## src/rtl/id_ex_stage.sv

```systemverilog
// rtl/id_ex_stage.sv - ID/EX pipeline register with WB write-through bypass, load-use stall and flush
module id_ex_stage #(
    parameter int DW  = 32,
    parameter int AW  = 5,
    parameter int OPW = 4
) (
    input  logic           clk,
    input  logic           rst_n,
    input  logic           id_valid,
    input  logic [AW-1:0]  id_rs,
    input  logic [AW-1:0]  id_rt,
    input  logic [AW-1:0]  id_dest,
    input  logic [DW-1:0]  id_imm,
    input  logic [7:0]     id_ctrl,
    input  logic [OPW-1:0] id_alu_op,
    input  logic [DW-1:0]  rf_data1,
    input  logic [DW-1:0]  rf_data2,
    input  logic           wb_write,
    input  logic [AW-1:0]  wb_reg,
    input  logic [DW-1:0]  wb_data,
    input  logic           flush,
    output logic           stall_out,
    output logic           ex_valid,
    output logic [AW-1:0]  ex_rs,
    output logic [AW-1:0]  ex_rt,
    output logic [AW-1:0]  ex_dest,
    output logic [DW-1:0]  ex_data1,
    output logic [DW-1:0]  ex_data2,
    output logic [DW-1:0]  ex_imm,
    output logic [7:0]     ex_ctrl,
    output logic [OPW-1:0] ex_alu_op
);

    // Bit positions inside {reg_write,mem_read,mem_write,mem_to_reg,alu_src,branch,jump,shift}
    localparam int CTRL_MEM_READ  = 6;
    localparam int CTRL_MEM_WRITE = 5;
    localparam int CTRL_ALU_SRC   = 3;

    logic           valid_q,  valid_d;
    logic [AW-1:0]  rs_q,     rs_d;
    logic [AW-1:0]  rt_q,     rt_d;
    logic [AW-1:0]  dest_q,   dest_d;
    logic [DW-1:0]  data1_q,  data1_d;
    logic [DW-1:0]  data2_q,  data2_d;
    logic [DW-1:0]  imm_q,    imm_d;
    logic [7:0]     ctrl_q,   ctrl_d;
    logic [OPW-1:0] alu_op_q, alu_op_d;

    logic [DW-1:0]  op1, op2;
    logic           rt_used;
    logic           load_use;

    // The rf only commits on the edge, so a same-cycle WB write must be forwarded here.
    always_comb begin
        op1 = rf_data1;
        op2 = rf_data2;
        if (id_rs == '0) begin
            op1 = '0;
        end else if (wb_write && (wb_reg == id_rs)) begin
            op1 = wb_data;
        end
        if (id_rt == '0) begin
            op2 = '0;
        end else if (wb_write && (wb_reg == id_rt)) begin
            op2 = wb_data;
        end
    end

    // rt is a real source unless replaced by the immediate; stores always read it.
    always_comb begin
        rt_used  = !id_ctrl[CTRL_ALU_SRC] || id_ctrl[CTRL_MEM_WRITE];
        load_use = valid_q && ctrl_q[CTRL_MEM_READ] && (dest_q != '0) && id_valid &&
                   ((dest_q == id_rs) || ((dest_q == id_rt) && rt_used));
    end

    always_comb begin
        valid_d  = valid_q;
        rs_d     = rs_q;
        rt_d     = rt_q;
        dest_d   = dest_q;
        data1_d  = data1_q;
        data2_d  = data2_q;
        imm_d    = imm_q;
        ctrl_d   = ctrl_q;
        alu_op_d = alu_op_q;
        if (flush || load_use) begin
            valid_d = 1'b0;
            ctrl_d  = '0;
        end else begin
            valid_d  = id_valid;
            rs_d     = id_rs;
            rt_d     = id_rt;
            dest_d   = id_dest;
            data1_d  = op1;
            data2_d  = op2;
            imm_d    = id_imm;
            ctrl_d   = id_valid ? id_ctrl : 8'h00;
            alu_op_d = id_alu_op;
        end
    end

    always_ff @(posedge clk or negedge rst_n) begin
        if (!rst_n) begin
            valid_q  <= 1'b0;
            rs_q     <= '0;
            rt_q     <= '0;
            dest_q   <= '0;
            data1_q  <= '0;
            data2_q  <= '0;
            imm_q    <= '0;
            ctrl_q   <= '0;
            alu_op_q <= '0;
        end else begin
            valid_q  <= valid_d;
            rs_q     <= rs_d;
            rt_q     <= rt_d;
            dest_q   <= dest_d;
            data1_q  <= data1_d;
            data2_q  <= data2_d;
            imm_q    <= imm_d;
            ctrl_q   <= ctrl_d;
            alu_op_q <= alu_op_d;
        end
    end

    assign stall_out = load_use;
    assign ex_valid  = valid_q;
    assign ex_rs     = rs_q;
    assign ex_rt     = rt_q;
    assign ex_dest   = dest_q;
    assign ex_data1  = data1_q;
    assign ex_data2  = data2_q;
    assign ex_imm    = imm_q;
    assign ex_ctrl   = ctrl_q;
    assign ex_alu_op = alu_op_q;

endmodule

```

## config.mk

```make
export PLATFORM = sky130hd
export DESIGN_NAME = id_ex_stage
export DESIGN_NICKNAME = d
export VERILOG_FILES = /design/src/rtl/id_ex_stage.sv
export SDC_FILE = /design/constraint.sdc
export NUM_CORES = 1
export LEC_CHECK = 0
export ABC_AREA = 1
export CAP_MARGIN = 5
export CORE_MARGIN = 1.5
export CORE_UTILIZATION = 38
export CTS_CLUSTER_DIAMETER = 40
export DETAILED_ROUTE_END_ITERATION = 7
export PLACE_DENSITY = 0.77
export SLEW_MARGIN = 10
export SYNTH_ARGS = -nofsm -noshare
export SYNTH_HDL_FRONTEND = slang
export SYNTH_SLANG_ARGS = --single-unit
export TNS_END_PERCENT = 1
```

## constraint.sdc

```tcl
create_clock -name clk -period 1.6 [get_ports clk]
set_input_delay 0.32 -clock clk [delete_from_list [all_inputs] [get_ports clk]]
set_output_delay 0.32 -clock clk [all_outputs]
set_load 0.05 [all_outputs]
```

==> results.json <==
{
  "synth.area.top_cells": "dfrtp_1, nand2_1, nor2_1",
  "drive_gt1_share_pct": 18.32,
  "critPathSlowestCell": "clkdlybuf4s50_1",
  "grt_max_degree": 65,
  "cp.required_ns": 1.28,
  "final_cells": 1508,
  "final_area_um2": 10500,
  "drt-total-wl_um": 20910,
  "grt.total_usage_pct": 23.88,
  "seq_area_um2": 3112,
  "yosys_warnings": 0,
  "grt_pass1_wl_um": 33040,
  "netlist_area_um2": 6417,
  "nets": 1440,
  "layout_setup_ws_ns": -0.3731,
  "grt-ovfl-total": 0,
  "cp_common_cell": "nand2_1",
  "ys_ff_latch": 124,
  "yosys.area.top_type": "dfrtp_1",
  "critPathLaunchType": "input port",
  "finalClockSkew_ns": 0.006460,
  "fin_crit_ns": 1.973,
  "worstPathArrival_ns": 1.65,
  "clock-root-buffer": "clkbuf_16",
  "power_leakage_nw": 5.999,
  "worst_r2r_path_depth": 11,
  "ios": 290,
  "cts_tree": "built",
  "power.density_nw_per_um2": 1013,
  "fill_cells": 1446,
  "slew_violations": 0,
  "mappedNetlistNets": 1125,
  "worstSetupPathType": "in -> out",
  "status": "finished, violations left",
  "crit_end": "stall_out",
  "fin_util_pct": 63.52,
  "start_util_pct": 38.84,
  "irDropWorstVdd_mv": 0.8011,
  "placed_area_um2": 9788,
  "reg2reg_to": "ex_data2[23]$_DFFE_PN0N_",
  "rsz0062_at_grt": "true",
  "drt_iter0_markers": 336,
  "finalCritPeriodShare_pct": 123.3,
  "area.growth.synth_to_final_pct": 63.56,
  "netlist_instances": 960,
  "die_height_um": 133.0,
  "slew_headroom_pct": 68.13,
  "clkTransAtPathRegs_ns": 0.06,
  "fmax_ghz": 0.5068,
  "clk_latency_ns": 0.41,
  "dpl.hpwl_um": 15280,
  "critPathLaunch": "id_rs[1]",
  "synth.yosys.seq_area_share_pct": 48.35,
  "tightest_slew_ns": 0.4781,
  "core_um2": 16520,
  "fin_setup_tns_ns": -20.02,
  "hold_viol": 0,
  "cts_num_sinks": 124,
  "dp_cells": 1471,
  "gp_congestion": 0.9008,
  "port_buffers": 289,
  "crit_path_end_kind": "output pin",
  "reg2reg_slack_ns": -0.24,
  "violations": "negative setup slack",
  "yosysUniqueCellTypes": 18,
  "multi_input_area_um2": 2774,
  "grt_pass1_vias": 6537,
  "die-width_um": 133.0,
  "synth_top_area_share_pct": 48.35,
  "hold_path_class": "in -> reg",
  "cpPeakStageDelay_ns": 0.55,
  "vias": 6878,
  "dr.pass1.iters": 5,
  "antenna_found_initial": 0,
  "setup_violations": 125,
  "cts_made_buffers": 17,
  "max_cap_violations": 0,
  "syn_area_per_cell_um2": 6.685,
  "path_cells": "clkdlybuf4s50_1 > inv_1 > nand2_1 > nand2_1 > nor2_1 > nand3_1 > nand2_2 > nand2_4 > inv_12 > buf_12",
  "diodes": 0,
  "clk_path_buf_depth": 2,
  "routed_via_density": 4.561,
  "ant_nets": 0,
  "htreeDepth": 4,
  "place_ws_ns": -0.5297,
  "drc": 0,
  "rows": 47,
  "die-area_um2": 17680,
  "wl_per_cell_um": 13.86,
  "rr_startpoint": "ex_dest[1]$_DFFE_PN0N_",
  "critPathMaxFanout": 4
}
-- worst min path at each step --
stage,cells after the start,to,slack [ns],start
3_5_place_dp,1,ex_rs[4]$_DFFE_PN0N_,0.32,rst_n
2_1_floorplan,0,ex_alu_op[0]$_DFFE_PN0N_,0.02,rst_n
3_3_place_gp,1,ex_rs[4]$_DFFE_PN0N_,0.32,rst_n
4_1_cts,2,ex_rs[4]$_DFFE_PN0N_,0.41,rst_n
6_report,3,ex_rt[0]$_DFFE_PN0N_,0.26,id_rt[0]
5_1_grt,3,ex_rt[0]$_DFFE_PN0N_,0.28,id_rt[0]
-- kinds of logic (layout without fill, tap and decap cells) --
family	Yosys count	after routing	share of synthesized area, %
AO/OA/AOI/OAI	6	6	0.5264
XOR/XNOR	1	1	0.1365
buffers and inverters	136	464	9.144
flip-flops	124	124	48.35
AND/OR/NAND/NOR	693	693	41.84
-- layout make-up --
type / count / area share, %
timing repair buffer: 344 / 32.14
sequential: 124 / 29.65
multi-input combinational: 700 / 26.43
clock buffer: 20 / 4.351
inverter: 88 / 3.290
tap: 220 / 2.622
clock inverter: 12 / 1.526
-- cell usage after synthesis (all sizes together) --
cell / count
clkbuf: 16
nand4: 1
dfrtp: 124
nand3: 57
xnor2: 1
clkinv: 1
nor2: 150
o21ai: 3
a21oi: 3
inv: 87
nand2: 483
buf: 32
nor3: 2
-- worst max-delay path: cells and delay by family --
| kind | cells | cell delay [ns] |
|---|---|---|
| buffers and inverters | 4 | 0.82 |
| and+or+nand+nor | 6 | 0.49 |
-- sequential cells by signal (all words and copies together), names as in the netlist --
register	cells
ex_imm	32
ex_alu_op	4
ex_rs	5
ex_data2	32
ex_dest	5
ex_data1	32
ex_ctrl	8
ex_valid	1
ex_rt	5
-- where the power goes --
part           total [mW]  switching [mW]  internal (mW)
registers            3.62           0.192           3.43
logic                3.01            1.84           1.17
clock network        4.00            1.45           2.55
-- per-layer routing --
| layer | part of all wire (%) | global-route usage (%) |
|---|---|---|
| met1 | 42 | 29.65 |
| met2 | 50 | 40.94 |
| met3 | 5.1 | 4.023 |
| met4 | 3.1 | 10.44 |
| met5 | 0 | 0 |
-- placed cells by master, fill, tap and decap left out, drive strengths merged --
master and n:
clkdlybuf4s50 159, xnor2 1, bufinv 3, clkinv 3, nand4 1, nor3 2
dlymetal6s2s 2, clkbuf 20, nand3 57, inv 90, buf 180, dlygate4sd3 1
o21ai 3, dlygate4sd2 2, nor2 150, clkinvlp 4, nand2 483, dfrtp 124
a21oi 3
-- stage by stage --
step | power [mW] | hold WS, ns
6_report | 10.63 | 0.2634
5_1_grt | 11.08 | 0.2779
4_1_cts | 10.73 | 0.4088
3_5_place_dp | 6.669 | 0.3206
3_3_place_gp | 6.636 | 0.3158
2_1_floorplan | 5.264 | 0.02441
-- timing repair --
item	CTS	global route
hold buffers	1	0
resized for setup	13	5
setup buffers	4	0
endpoints found under the hold margin	22	0
pin swaps	7	4
endpoints found under the setup margin	125	126
Note: power is estimated with default switching activity, not from simulation.
